[src/rtl/cpu_pkg.sv]
// Shared CPU definitions: sequencer state enum, stage encodings and the
// branch target table contents used by the PC, decoder and stage sequencer.
package cpu_pkg;

  typedef enum logic [2:0] {
    ST_IDLE   = 3'd0,
    ST_FETCH  = 3'd1,
    ST_DECODE = 3'd2,
    ST_EXEC   = 3'd3,
    ST_COMMIT = 3'd4,
    ST_HALTED = 3'd5
  } state_t;

  localparam logic [1:0] STG_IDLE   = 2'b00;
  localparam logic [1:0] STG_FETCH  = 2'b00;
  localparam logic [1:0] STG_DECODE = 2'b01;
  localparam logic [1:0] STG_EXEC   = 2'b10;
  localparam logic [1:0] STG_COMMIT = 2'b11;

  // Entries are stored sign-extended to 32 bits so they truncate correctly to any PC width.
  function automatic logic [31:0] br_lut_entry(input logic [4:0] idx);
    logic [31:0] v;
    case (idx)
      5'd0:    v = 32'h0000_0008;
      5'd1:    v = 32'hFFFF_FFFC;
      5'd2:    v = 32'h0000_0010;
      5'd3:    v = 32'h0000_0200;
      5'd4:    v = 32'hFFFF_FFF0;
      5'd5:    v = 32'h0000_0100;
      default: v = 32'h0000_0000;
    endcase
    return v;
  endfunction

endpackage

[src/rtl/branch_lut.sv]
// Combinational branch target table: L-bit index in, D-bit entry out.
// Contents come from cpu_pkg::br_lut_entry.
module branch_lut #(
  parameter int D = 12,
  parameter int L = 5
) (
  input  logic [L-1:0] idx,
  output logic [D-1:0] entry
);
  import cpu_pkg::*;

  logic [D-1:0] w_table [2**L];

  for (genvar gi = 0; gi < 2**L; gi++) begin : g_entry
    assign w_table[gi] = D'(br_lut_entry(5'(gi)));
  end

  assign entry = w_table[idx];

endmodule

[src/rtl/stage_seq.sv]
// Four-stage instruction sequencer producing the stage code and next-PC target.
// Optional STAGE_SEQ_STALL_EN adds a stall input that freezes all state.
module stage_seq #(
  parameter int D = 12,
  parameter int L = 5
) (
  input  logic         clk,
  input  logic         reset,
  input  logic         start,
  input  logic [D-1:0] prog_ctr,
  input  logic         br_taken,
  input  logic         br_abs,
  input  logic [L-1:0] br_idx,
  input  logic         halt,
  output logic [1:0]   stage,
  output logic [D-1:0] target,
  output logic         done
`ifdef STAGE_SEQ_STALL_EN
  ,
  input  logic         stall
`endif
);
  import cpu_pkg::*;

  logic w_stall;
`ifdef STAGE_SEQ_STALL_EN
  assign w_stall = stall;
`else
  assign w_stall = 1'b0;
`endif

  state_t       r_state;
  logic [1:0]   r_stage;
  logic [D-1:0] r_target;
  logic         r_done;
  logic         r_halt_latched;

  logic [D-1:0] w_lut_entry;
  logic [D-1:0] w_target_next;

  branch_lut #(.D(D), .L(L)) u_branch_lut (
    .idx   (br_idx),
    .entry (w_lut_entry)
  );

  // Halt outranks any branch; additions wrap at D bits.
  always_comb begin
    w_target_next = prog_ctr + D'(1);
    if (halt)
      w_target_next = prog_ctr;
    else if (br_taken && br_abs)
      w_target_next = w_lut_entry;
    else if (br_taken)
      w_target_next = prog_ctr + w_lut_entry;
  end

  always_ff @(posedge clk) begin
    if (reset) begin
      r_state        <= ST_IDLE;
      r_stage        <= STG_IDLE;
      r_target       <= '0;
      r_done         <= 1'b0;
      r_halt_latched <= 1'b0;
    end else if (!w_stall) begin
      case (r_state)
        ST_IDLE, ST_HALTED: begin
          if (start) begin
            r_state <= ST_FETCH;
            r_stage <= STG_FETCH;
            r_done  <= 1'b0;
          end
        end
        ST_FETCH: begin
          r_state <= ST_DECODE;
          r_stage <= STG_DECODE;
        end
        ST_DECODE: begin
          r_state <= ST_EXEC;
          r_stage <= STG_EXEC;
        end
        ST_EXEC: begin
          r_state        <= ST_COMMIT;
          r_stage        <= STG_COMMIT;
          r_target       <= w_target_next;
          r_halt_latched <= halt;
        end
        ST_COMMIT: begin
          r_stage <= STG_FETCH;
          if (r_halt_latched) begin
            r_state <= ST_HALTED;
            r_done  <= 1'b1;
          end else begin
            r_state <= ST_FETCH;
          end
        end
        default: begin
          r_state <= ST_IDLE;
          r_stage <= STG_IDLE;
        end
      endcase
    end
  end

  assign stage  = r_stage;
  assign target = r_target;
  assign done   = r_done;

endmodule

[config.mk]
export PLATFORM = sky130hd
export DESIGN_NAME = stage_seq
export DESIGN_NICKNAME = d
export VERILOG_FILES = /design/src/rtl/cpu_pkg.sv /design/src/rtl/branch_lut.sv /design/src/rtl/stage_seq.sv
export SDC_FILE = /design/constraint.sdc
export NUM_CORES = 1
export LEC_CHECK = 0
export ABC_CLOCK_PERIOD_IN_PS = 5300
export CORE_MARGIN = 3
export CORE_UTILIZATION = 53
export CTS_BUF_LIST = sky130_fd_sc_hd__clkbuf_16
export DETAILED_ROUTE_END_ITERATION = 16
export PLACE_DENSITY = 0.84
export REMOVE_ABC_BUFFERS = 1
export SLEW_MARGIN = 40
export SYNTH_ARGS = -nofsm -noshare
export SYNTH_HDL_FRONTEND = slang
export SYNTH_SLANG_ARGS = --single-unit
export TNS_END_PERCENT = 50
[constraint.sdc]
create_clock -name clk -period 5.3 [get_ports clk]
set_input_delay 0.53 -clock clk [delete_from_list [all_inputs] [get_ports clk]]
set_output_delay 0.53 -clock clk [all_outputs]
set_load 0.005 [all_outputs]
==> flow_summary.ini <==
[logic_synthesis]
ys_seq_area_share_pct = 25.0
yosysUniqueCellTypes = 47
ys_top_cells_by_count = nor2_1 (25), dfxtp_1 (19), nand2_1 (17)
synth_flop_cell = dfxtp_1
synth_edf_count = 0
syn_area_um2 = 1520
ys_warn_count = 0
synth.avg_cell_area_um2 = 7.62
synth.area.top_cells = dfxtp_1 (25%), ha_1 (11%), nor2_1 (6.2%)
ys_async_sr_fraction_pct = 0
synth_top_area_share_pct = 25.0
synth.most_common_cell = nor2_1
yosysTopAreaCell = dfxtp_1
syn_inst = 200
ys_ff_latch = 19

[floorplanning]
ioPinCount = 38
row_count = 18
die_area_um2 = 3550
die-height_um = 59.6
design.core.area_um2 = 2610
start_util_pct = 58.3
die_width_um = 59.6

[cells_and_area]
final_nets = 271
drive_gt1_share_pct = 5.56
area_growth_pct = 29.2
fillers = 204
antenna_cells = 0

[global_routing]
grt_pass1_wl_um = 7180
grt_antenna_before_repair = 0
grtUsageTotal_pct = 26.4
grt_pass1_vias = 1639
overflow = 0
grt_max_degree = 21

[timing]
max_freq_mhz = 312
rsz0062_at_grt = no
fin_crit_ps = 3210
finalSetupViolCount = 0
clock_skew_ps = 1.43
finalHoldViolCount = 0
fin_tns_setup_ps = 0
tightestPinTransition_ps = 760
relSlewSlack_pct = 49.2
drv_slew = 0
post-route-period-util_pct = 60.6

[power]
p_per_area_nw_per_um2 = 213
power.share.switching_pct = 27.7
power_switching_mw = 0.116
seqPwrFrac_pct = 37.7
clkPwrFrac_pct = 38.0
p_int_mw = 0.303
peakVddDrop_mv = 0.232
power_mw = 0.419
power_frac_comb_pct = 24.3
leakage_nw = 0.801

[clock_network]
holdBufCountCts = 0
clkTransAtPathRegs_ps = 60
clk_latency_ps = 250
cts_tree = built
cts-root-buf = clkbuf_16
numCtsBuffers = 3
clkSinkCount = 19
htreeDepth = 1
clock_path_buffers = 2
cts.repair.resized = 0
cts_setup_buffers = 0

[setup_path]
end_kind = flop
startpoint_type = primary input
critical_path_class = in2reg
critPathMaxFanout = 5
cp.arrival_ps = 3340
required_ps = 5430

[flow_run]
cap_violations = 0

[place]
numPortBuffers = 37
place_hpwl_um = 3180
gp_congestion = 0.976

[routing]
first_pass_iters = 4
finalWirelength_um = 4280
ant_nets = 0
vias = 1605
vias_per_cell = 6.08
drc = 0
drt_iter0_drc = 76
wire_per_inst_um = 16.2

[min_path]
hold_class = reg2reg

[outcome]
status = complete, no violations
==> critical path, stage by stage <==
cell and delay (ps):
clkdlybuf4s50_1 430, inv_1 110, ha_1 170, nand2_1 110, a211oi_2 470, ha_1 390, a21o_1 230, a21oi_1 160
nor2_1 70, a311oi_1 340, xor2_1 210, o221ai_1 120
==> cell type report <==
type                            count  area [µm²]  area share [%]
Sequential cell                    19         380            19.3
Tap cell                           30        37.5            1.91
Inverter                           11        41.3            2.10
Clock buffer                        3        75.1            3.81
Clock inverter                      1        5.00           0.254
Multi-Input combinational cell    163        1060            53.8
Timing Repair Buffer               37         370            18.8
==> state kept, by name, indices dropped and copies added, names as in the netlist <==
signal and cells:
target 12, r_state 3, stage 2, done 1
r_halt_latched 1
==> per-stage QoR <==
| stage | cells | setup slack [ps] | cell area [µm²] | utilization (%) | hold WS [ps] |
|---|---|---|---|---|---|
| floorplan | 193 | 2690 | 1480 | - | 439 |
| global placement | 260 | 2070 | 1890 | 72.3 | 445 |
| detailed placement | 260 | 1920 | 1890 | 72.3 | 455 |
| CTS | 264 | 2150 | 1970 | 75.4 | 461 |
| global route | 264 | 1860 | 1970 | 75.4 | 491 |
| finish | 264 | 2090 | 1970 | 75.4 | 462 |
==> worst paths after layout <==
check / start / to / slack, ps / cells after the start
worst max-delay path: br_idx[1] / target[10]$_SDFFE_PP0P_ / 2090 / 12
worst min-delay path: target[3]$_SDFFE_PP0P_ / target[3]$_SDFFE_PP0P_ / 460 / 2
worst max register to register: r_state[0]$_SDFFE_PP0P_ / target[8]$_SDFFE_PP0P_ / 3310 / 6
worst min register to register: target[3]$_SDFFE_PP0P_ / target[3]$_SDFFE_PP0P_ / 460 / 2
==> layout by cell type (no fill, tap or decap), types with 3 or more instances in the layout <==
master and count:
a211oi_1 4, a21oi_1 15, and2_1 4, and3_1 5
clkbuf_16 3, clkdlybuf4s50_1 37, dfxtp_1 19, ha_1 13
inv_1 11, nand2_1 17, nand2b_1 4, nor2_1 25
nor3_1 9, o211ai_1 3, o21ai_0 14, xnor2_1 8
xor2_1 4
==> power by group through the flow <==
stage               Clock (mW)  Combinational, mW  Sequential, mW
floorplan                    0             0.0531           0.160
global placement             0             0.0955           0.160
detailed placement           0             0.0992           0.161
CTS                      0.160              0.101           0.158
global route             0.165              0.112           0.159
finish                   0.159              0.102           0.158
==> layer usage <==
metal	up-vias	GRT usage, %	part of all wire (%)
li1	798	-	-
met1	737	32.3	43
met2	61	46.3	48
met3	9	3.49	7.3
met4	0	10.4	1.8
met5	-	0	0
==> cells by family after synthesis <==
family	share of synthesized area, %
buffers and inverters	5.50
flip-flops	25.0
XOR/XNOR	6.90
AND/OR/NAND/NOR	23.2
AO/OA/AOI/OAI	28.7
adder cells (fa/ha/maj)	10.7
Power figures use the tool's default switching activity.
